--- config.mk ---
export PLATFORM = sky130hd
export DESIGN_NAME = serial_tx
export DESIGN_NICKNAME = d
export VERILOG_FILES = /design/src/rtl/serial_tx.sv
export SDC_FILE = /design/constraint.sdc
export NUM_CORES = 1
export LEC_CHECK = 0
export CAP_MARGIN = 0
export CORE_ASPECT_RATIO = 1.75
export CORE_UTILIZATION = 32
export DETAILED_ROUTE_END_ITERATION = 7
export DONT_BUFFER_PORTS = 1
export GPL_TIMING_DRIVEN = 0
export PLACE_DENSITY = 0.5
export SYNTH_ARGS = -nofsm -noshare
export SYNTH_HDL_FRONTEND = slang
export SYNTH_SLANG_ARGS = --single-unit
--- constraint.sdc ---
create_clock -name clc -period 2.09 [get_ports clc]
set_input_delay 0.627 -clock clc [delete_from_list [all_inputs] [get_ports clc]]
set_output_delay 0.627 -clock clc [all_outputs]
set_load 0.01 [all_outputs]
--- src/rtl/serial_tx.sv ---
// serial_tx: framed serial transmitter (start bit, LSB-first payload, stop bit)
// with every output registered and an asynchronous active-low reset.
module serial_tx #(
  parameter int CLKS_PER_BIT = 4,
  parameter int DATA_W = 8
) (
  input  logic              clc,
  input  logic              rst_n,
  input  logic              in_valid,
  input  logic [DATA_W-1:0] in_data,
  output logic              in_ready,
  output logic              tx,
  output logic              busy,
  output logic              done
);
  localparam int BAUD_W = $clog2(CLKS_PER_BIT);
  localparam int BIT_W = DATA_W > 1 ? $clog2(DATA_W) : 1;
  localparam logic [BAUD_W-1:0] BAUD_MAX = BAUD_W'(CLKS_PER_BIT - 1);
  localparam logic [BIT_W-1:0] BIT_MAX = BIT_W'(DATA_W - 1);
  typedef enum logic [1:0] {IDLE, START, DATA, STOP} state_t;
  state_t state_q, state_d;
  logic [BAUD_W-1:0] baud_q, baud_d;
  logic [BIT_W-1:0] bit_q, bit_d;
  logic [DATA_W-1:0] shift_q, shift_d;
  logic tx_q, tx_d, ready_q, ready_d, busy_q, busy_d, done_q, done_d;
  logic wrap;
  assign wrap = baud_q == BAUD_MAX;
  assign in_ready = ready_q;
  assign tx = tx_q;
  assign busy = busy_q;
  assign done = done_q;
  always_ff @(posedge clc or negedge rst_n) begin
    if (!rst_n) begin
      state_q <= IDLE;
      baud_q <= '0;
      bit_q <= '0;
      shift_q <= '0;
      tx_q <= 1'b1;
      ready_q <= 1'b1;
      busy_q <= 1'b0;
      done_q <= 1'b0;
    end else begin
      state_q <= state_d;
      baud_q <= baud_d;
      bit_q <= bit_d;
      shift_q <= shift_d;
      tx_q <= tx_d;
      ready_q <= ready_d;
      busy_q <= busy_d;
      done_q <= done_d;
    end
  end
  always_comb begin
    state_d = state_q;
    baud_d = (state_q == IDLE || wrap) ? '0 : baud_q + 1'b1;
    bit_d = bit_q;
    shift_d = shift_q;
    case (state_q)
      IDLE: if (in_valid && ready_q) begin
        state_d = START;
        shift_d = in_data;
      end
      START: if (wrap) begin
        state_d = DATA;
        bit_d = '0;
      end
      DATA: if (wrap) begin
        if (bit_q == BIT_MAX) state_d = STOP;
        else begin
          bit_d = bit_q + 1'b1;
          shift_d = shift_q >> 1;
        end
      end
      default: if (wrap) state_d = IDLE;
    endcase
  end
  // Outputs are decoded from the next state so the registers line up with state_q.
  always_comb begin
    tx_d = state_d == START ? 1'b0 : state_d == DATA ? shift_d[0] : 1'b1;
    busy_d = state_d != IDLE;
    ready_d = state_d == IDLE;
    done_d = state_d == STOP && baud_d == BAUD_MAX;
  end
endmodule

; Yosys cells after proc, flatten, opt, wreduce, memory -nomap -nowiden
; Index checks and enable logic that the tools add are counted.
[op_classes]
addsub = 2
mul = 0
div = 0
magnitude_cmp = 0
eq_ne = 12
shifts = 0
muxes = 17
n_bitwise = 0
reduce_logical = 10
[op_table]
columns = cell, n
row1 = $mux W8, 3
row2 = $pmux W8 S2, 1
row3 = $mux W2, 6
row4 = $eq A2 B2 Y1 const B, 5
row5 = $mux W3, 3
row6 = $reduce_and A4 Y1, 2
row7 = $ne A2 B2 Y1 const B, 3
row8 = $pmux W2 S3, 1
row9 = $pmux W3 S2, 1
row10 = $reduce_bool A2 Y1, 3
row11 = $eq A2 B1 Y1 const B, 2
row12 = $logic_not A2 Y1, 2
row13 = $add A3 B1 Y3 const B, 1
row14 = $eq A3 B3 Y1 const B, 1
row15 = $add A2 B1 Y2 const B, 1
row16 = $logic_and A1 B1 Y1, 2
row17 = $mux W1, 2
row18 = $ne A2 B1 Y1 const B, 1
row19 = $logic_or A1 B1 Y1, 1
[totals]
register_bits = 19
latch_bits = 0
mem_bits_rw = 0
romBits = 0
in_bits = 11
output_inout_bits = 4
word_cells = 50
memories = 0

; Logic depth before layout (Yosys ltp)
; Gate-level depths: netlist (run 1).
[depth]
word_depth = 7
depth_mapped = 6
depth_no_buf = 6

; Worst setup path before layout (run 1)
; Ideal clock, no wire load.
[synth_path]
path_kind = flip-flop to flip-flop
startpoint = register bit_q[0]
endpoint = register tx_q (netlist: tx)
setup_time_ps = 85
arrival_ps = 1616
required_time_ps = 2005
path_slack_ps = 389
path_stages_with_launch = 7
path_buffers = 0
period_less_slack_ps = 1701
path_cell_list = dfrtp_1 > ha_1 > ha_1 > or3b_2 > a21oi_1 > or4_1 > nand3_1
[synth_between]
elab_chain_len = 7
elab_cells_between_ends = 11
classes_between = eq/ne: 3 / mux: 8
[synth_lines]
columns = item, line
row1 = "start, declared", 23  ; logic [BIT_W-1:0] bit_q, bit_d;
row2 = "start signal, assigned", 45  ; bit_q <= bit_d;
row3 = $eq A3 B3 Y1 *, 68  ; if (bit_q == BIT_MAX) state_d = STOP;
row4 = $mux W2, 68
row5 = $mux W2, 67  ; DATA: if (wrap) begin
row6 = $pmux W2 S3, 58  ; case (state_q)
row7 = $eq A2 B2 Y1, 79  ; tx_d = state_d == START ? 1'b0 : state_d == DATA ? shift_d[0] : 1'b1;
row8 = $mux W1, 79
row9 = $mux W1 *, 79
row10 = net tx_d, 25  ; logic tx_q, tx_d, ready_q, ready_d, busy_q, busy_d, done_q, done_d;
row11 = "end signal, assigned", 47  ; tx_q <= tx_d;
row12 = "end, declared", 25
; Mark *: on every way through the listed nets, which the timed path passes. The rest lies on a longest branch. The select of a mux whose other input is x is not followed.
; A chain may end at the register's enable or synchronous reset.

; Final worst setup path (run 1)
[layout_path]
startpoint = register bit_q[0]
endpoint = register shift_q[3]
[layout_between]
elab_chain_len = 3
[layout_lines]
columns = item, line
row1 = $eq A3 B3 Y1, 68
row2 = $ne A2 B2 Y1 (no line), --
row3 = $reduce_and A4 Y1 (no line), --
row4 = "end signal, assigned", 46  ; shift_q <= shift_d;
row5 = "end, declared", 24  ; logic [DATA_W-1:0] shift_q, shift_d;
; No other way between the ends.

==> metrics, run 1 <==
CP endpoint kind=flip-flop; Hold WC Path Type=input port to async pin; Avg Inst Size Synth=roughly 10 um2; Worst-Margin Slew=roughly 0.43 ns; area grow syn2layout=8.60%; CTS tree=done; DR vias/cell=between 5 and 6; DIE AREA=about 0.0031 mm2; All-Layer GR Usage=0.135; Detailed Routing Iterations Pass 1=4; CTS H-tree lvls=1; WL met3=35 um; final worst-path cycle share=0.886; P per Cell Area=~1400 mW/mm2; core area=roughly 0.0027 mm2; maximum clock insertion buffer count=2; Detail Route Antenna Nets=0; RSZ-0062 raised after global routing=false; synth unique cells=29; CTS buffer count=3; initial antenna violation count=0; uppermost routed layer=met4; most frequent cells in the layout=17 x dfrtp_1, 14 x o21ai_0, 9 x inv_1, 9 x nand2_1, 8 x a22oi_1; fraction of layout cells with a size suffix above 1=0.165; IO Port Bufs=0; vias post-DR=about 670; maximum vdd drop=approximately 0.00049 V; Site Rows=25; GPL Wtd Cong=0.742; headroom to the max-slew limit=0.713; critical path class=flip-flop to flip-flop; clock skew=around 0.0026 ns; Routed met2 length=about 940 um; final setup TNS=0 ns; Mapped Area=931 um2; largest net degree at the start of global routing=20; CTS Sinks=19; Pins Over Slew Limit=0; gr ovfl total=0; final setup vio count=0; post-DP HPWL=about 1.3 mm; die height=~73 um; min Tclk post-route=about 1.9 ns; drt wl/cell=14.4 um; Hold Buf Count CTS=0; Syn Inst Count=93; Crit path required time=2.23 ns; boundary pin count=15; DR iter-0 viols=19; Horiz. Die Dim=approximately 43 um; Total Wirelength=between 1.5 and 2 mm; post-synthesis sequential area ratio=0.513; Static Leak=roughly 0.45 nW; WP data arrival=1.99 ns; global-route wire length before repair=roughly 3.1 mm; Initial Util=0.342; status=finished, final reports clean; Clock Tree Root=clkbuf_8; syn nets=between 100 and 150; post-CTS setup buffers=0; M1 WL=740 um; DRC=0; most common cell after layout, fill and taps aside=dfrtp_1; type of origin of the critical path=flip-flop; Nets=roughly 110; Hold Vio Cnt, Final=0; synth warn=0; Max-Cap Viols=0; Peak Freq=about 540 MHz; Fill cells=278; Post-CTS Resized=0; Power Total=around 0.0014 W; Clk Latency, worst-skew pair=0.26 ns; synthesis-stage register bit count=19; ANT cells=0; CP max FO=8; vias in the first global route=711; clk slew on worst S/H paths=0.07 ns
kinds of logic after synthesis:
| logic type | share of synthesized area |
|---|---|
| compound gates | 0.188 |
| xor+xnor | 0.00941 |
| buf+inv | 0.0712 |
| fa+ha+maj | 0.0403 |
| simple gates | 0.177 |
| flops | 0.513 |
final timing paths:
path                                       from                endpoint  slack [ns]  cells past startpoint
min in group clc            baud_q[0]$_DFF_PN0_     baud_q[0]$_DFF_PN0_        0.47                      1
min reg2reg                 baud_q[0]$_DFF_PN0_     baud_q[0]$_DFF_PN0_        0.47                      1
max in group asynchronous                 rst_n      in_ready$_DFF_PN1_        1.87                      0
min                                       rst_n    shift_q[0]$_DFF_PN0_        0.05                      0
max                        bit_q[0]$_DFFE_PN0P_  shift_q[3]$_DFFE_PN0P_        0.24                      5
max reg2reg                bit_q[0]$_DFFE_PN0P_  shift_q[3]$_DFFE_PN0P_        0.24                      5
metal layers:
layer / track usage / vias up
met2: 0.232 / 11
li1: - / 326
met3: 0.0147 / 5
met1: 0.147 / 327
met5: 0 / -
met4: 0.104 / 0
synthesized netlist by cell type:
| library cell | number | area share |
|---|---|---|
| a21o_1 | 1 | 0.0081 |
| or4_1 | 1 | 0.0081 |
| and2_2 | 1 | 0.0081 |
| dfstp_2 | 2 | 0.056 |
| a22oi_1 | 8 | 0.065 |
| and2_4 | 1 | 0.0094 |
| nand2_1 | 9 | 0.036 |
| o21ai_0 | 14 | 0.075 |
| or3b_2 | 1 | 0.0094 |
| inv_1 | 9 | 0.036 |
| a21oi_1 | 4 | 0.022 |
| buf_2 | 2 | 0.011 |
| and4_1 | 1 | 0.0094 |
| nor3_1 | 2 | 0.011 |
| nand3_1 | 1 | 0.0054 |
| buf_6 | 2 | 0.024 |
| o21bai_1 | 1 | 0.0081 |
| dfrtp_1 | 17 | 0.46 |
| and3_1 | 1 | 0.0067 |
| nand2b_1 | 1 | 0.0067 |
| nor3_4 | 1 | 0.017 |
| nor2_4 | 1 | 0.012 |
| nor3b_1 | 1 | 0.0081 |
| ha_1 | 3 | 0.040 |
| or2_0 | 1 | 0.0067 |
| nor2_1 | 4 | 0.016 |
| and2_1 | 1 | 0.0067 |
| o21ba_2 | 1 | 0.011 |
| xnor2_1 | 1 | 0.0094 |
power by group:
group	leakage, nW	switching (W)	internal, W
clock	0.0255	0.000131	0.000133
sequential	0.226	0.0000929	0.000516
combinational	0.198	0.000303	0.000231
total	0.449	0.000527	0.000880
cell type report:
type	instances	area [um2]	area share
Multi-Input combinational cell	61	387	0.382
Inverter	9	33.8	0.0334
Clock inverter	1	5.00	0.00495
Buffer	4	32.5	0.0322
Clock buffer	3	41.3	0.0408
Tap cell	27	33.8	0.0334
Sequential cell	19	478	0.473
state kept, by name, indices dropped and copies added (netlist names):
register,flops
bit_q,3
baud_q,2
state_q,2
shift_q,8
busy,1
done,1
in_ready,1
tx,1
critical path, stage by stage (launching register included):
cell,delay [ns]
dfrtp_1,0.41
ha_1,0.21
ha_1,0.27
nor3_4,0.35
or2_0,0.35
o21ai_0,0.13
per-stage QoR:
stage / setup WS, ns / utilization / instance area [um2] / std cells / hold slack [ns]
finish: 0.239 / 0.371 / 1010 / 124 / 0.0506
global route: 0.102 / 0.371 / 1010 / 124 / 0.0373
CTS: 0.210 / 0.371 / 1010 / 124 / 0.0449
detailed placement: 0.208 / 0.354 / 965 / 120 / 0.332
global placement: 0.221 / 0.354 / 965 / 120 / 0.332
floorplan: 0.389 / - / 931 / 93 / 0.331
No activity file was read; power rests on OpenSTA's default activity.
==> inputs of run 2 (changes only) <==
==> config.mk (replaced) <==
export PLATFORM = sky130hd
export DESIGN_NAME = serial_tx
export DESIGN_NICKNAME = d
export VERILOG_FILES = /design/src/rtl/serial_tx.sv
export SDC_FILE = /design/constraint.sdc
export NUM_CORES = 1
export LEC_CHECK = 0
export CAP_MARGIN = 0
export CORE_UTILIZATION = 55
export DETAILED_ROUTE_END_ITERATION = 7
export DONT_BUFFER_PORTS = 1
export GPL_TIMING_DRIVEN = 1
export PLACE_DENSITY = 0.74
export SYNTH_ARGS = -nofsm -noshare
export SYNTH_HDL_FRONTEND = slang
export SYNTH_SLANG_ARGS = --single-unit
==> run 2 against run 1 <==
Compared with the run above:
- die area fell by 41%
- combinational power fell by 17%
- worst setup slack improved by 0.050 ns
- sequential share of layout area rose by 2.3 points
- core utilization rose by 25 points
- total power fell by 8.9%
- register-to-register slack improved by 0.05 ns
- critical endpoint is now tx$_DFF_PN1_
- largest cell class unchanged
==> metrics, run 2 (synthesized netlist as in run 1, its figures left out) <==
status=finished, final reports clean; die height=~43 um; Static Leak=roughly 0.43 nW; CTS Sinks=19; Initial Util=0.604; vias post-DR=roughly 650; most common cell after layout, fill and taps aside=dfrtp_1; DR vias/cell=5.87; Clk Latency, worst-skew pair=between 0.2 and 0.3 ns; min Tclk post-route=between 1.5 and 2 ns; Detailed Routing Iterations Pass 1=4; maximum clock insertion buffer count=2; critical path class=flip-flop to flip-flop; DR iter-0 viols=8; largest net degree at the start of global routing=20; Final Instance Area=roughly 960 um2; initial antenna violation count=0; CTS H-tree lvls=1; IO Port Bufs=0; DIE AREA=0.00186 mm2; CTS buffer count=3; CP delay by family, top=simple AND/OR/NAND/NOR gates; clock skew=between 0.005 and 0.006 ns; GPL Wtd Cong=a little under 0.7; Biggest register=shift_q; DRC=0; crit path buf inv count=0; final setup TNS=0 ns; vias in the first global route=between 600 and 700; area grow syn2layout=3.49%; post-CTS setup buffers=0; Pins Over Slew Limit=0; CP Cell Sequence=ha_1 -> ha_1 -> or3b_2 -> a21oi_1 -> or4_1 -> nand3_1; WP data arrival=2.02 ns; final worst-path cycle share=0.862; Nets=110; max FFs per register=8; Max-Cap Viols=0; r2r endpoint=tx$_DFF_PN1_; type of origin of the critical path=flip-flop; Hold Vio Cnt, Final=0; Setup crit end=tx$_DFF_PN1_; final setup vio count=0; clk slew on worst S/H paths=around 0.11 ns; CP endpoint kind=flip-flop; Clock Tree Root=clkbuf_4; worst r2r src=bit_q[0]$_DFFE_PN0P_; Horiz. Die Dim=around 43 um; Detail Route Antenna Nets=0; FF-to-FF path depth=6; Peak Freq=around 560 MHz; Total Wirelength=about 1.6 mm; Crit path required time=around 2.3 ns; reg2reg setup slack=between 0.2 and 0.3 ns; CTS tree=done; RSZ-0062 raised after global routing=false; maximum vdd drop=approximately 0.00072 V; gr ovfl total=0; fraction of layout cells with a size suffix above 1=0.137; most frequent cells in the layout=17 x dfrtp_1, 14 x o21ai_0, 9 x inv_1, 9 x nand2_1, 8 x a22oi_1; CP max stage delay=0.46 ns; CP max FO=7; final core utilization=0.625; ANT cells=0; post-DP HPWL=about 1.1 mm; Worst-Margin Slew=between 0.4 and 0.5 ns; startpoint of the worst setup timing path=bit_q[0]$_DFFE_PN0P_; boundary pin count=15; Crit-path slowest cell=or3b_2; Hold WC Path Type=input port to async pin; global-route wire length before repair=~2.7 mm; Most common cell on crit path=ha_1; All-Layer GR Usage=0.191; headroom to the max-slew limit=0.690; worst hold slack=roughly 0.017 ns; P per Cell Area=about 1300 mW/mm2; Largest regs=shift_q: 8 flops, bit_q: 3 flops; core area=about 0.0015 mm2; Site Rows=14; critical path depth in cells=6; drt wl/cell=14.2 um; DP Area=approximately 900 um2
run 2: cell types whose count changed in the layout (fill, tap and decap cells not counted):
cell,change
clkbuf_4,+3
buf_6,-2
buf_2,-2
buf_4,+1
dlygate4sd3_1,+1
clkbuf_8,-3
run 2: power breakdown:
group | switching (W) | leakage [nW] | total (W) | internal, W
clock | 0.000114 | 0.0177 | 0.000185 | 0.0000711
sequential | 0.000139 | 0.226 | 0.000652 | 0.000514
combinational | 0.000243 | 0.186 | 0.000444 | 0.000201
run 2: what timing repair did:
action,CTS,global route
resized for setup,0,0
setup endpoints to repair,0,0
hold buffers,0,1
hold endpoints to repair,0,10
run 2: worst reg2reg max path, cell delays in order, from the launching register on:
cell and delay, ns:
dfrtp_1 0.42, ha_1 0.21, ha_1 0.27, or3b_2 0.46, a21oi_1 0.17, or4_1 0.13
nand3_1 0.07
run 2: worst min-delay path by stage:
stage,start,endpoint,depth (start not counted)
2_1_floorplan,rst_n,baud_q[0]$_DFF_PN0_,0
3_3_place_gp,rst_n,bit_q[2]$_DFFE_PN0P_,0
3_5_place_dp,rst_n,bit_q[2]$_DFFE_PN0P_,0
4_1_cts,rst_n,bit_q[2]$_DFFE_PN0P_,0
5_1_grt,rst_n,shift_q[1]$_DFFE_PN0P_,0
6_report,rst_n,shift_q[1]$_DFFE_PN0P_,0
run 2: layout make-up:
class	count	area, um2
clock buffer	3	22.5
inverter	9	33.8
multi-input combinational	61	387
timing repair buffer	2	17.5
clock inverter	1	5.00
fill	135	578
sequential	19	478
tap	16	20.0
run 2: through the flow:
| stage | power, W | setup slack (ns) | instances |
|---|---|---|---|
| 2_1_floorplan | 0.00104 | 0.389 | 93 |
| 3_3_place_gp | 0.00108 | 0.337 | 106 |
| 3_5_place_dp | 0.00110 | 0.303 | 106 |
| 4_1_cts | 0.00129 | 0.282 | 110 |
| 5_1_grt | 0.00139 | 0.144 | 111 |
| 6_report | 0.00128 | 0.289 | 111 |
run 2: per-layer routing:
layer / GRT usage / part of all wire / vias to the layer above
li1: - / - / 324
met1: 0.276 / 0.50 / 314
met2: 0.293 / 0.47 / 12
met3: 0.0383 / 0.029 / 2
met4: 0.0545 / 0.0057 / 0
met5: 0 / 0 / -
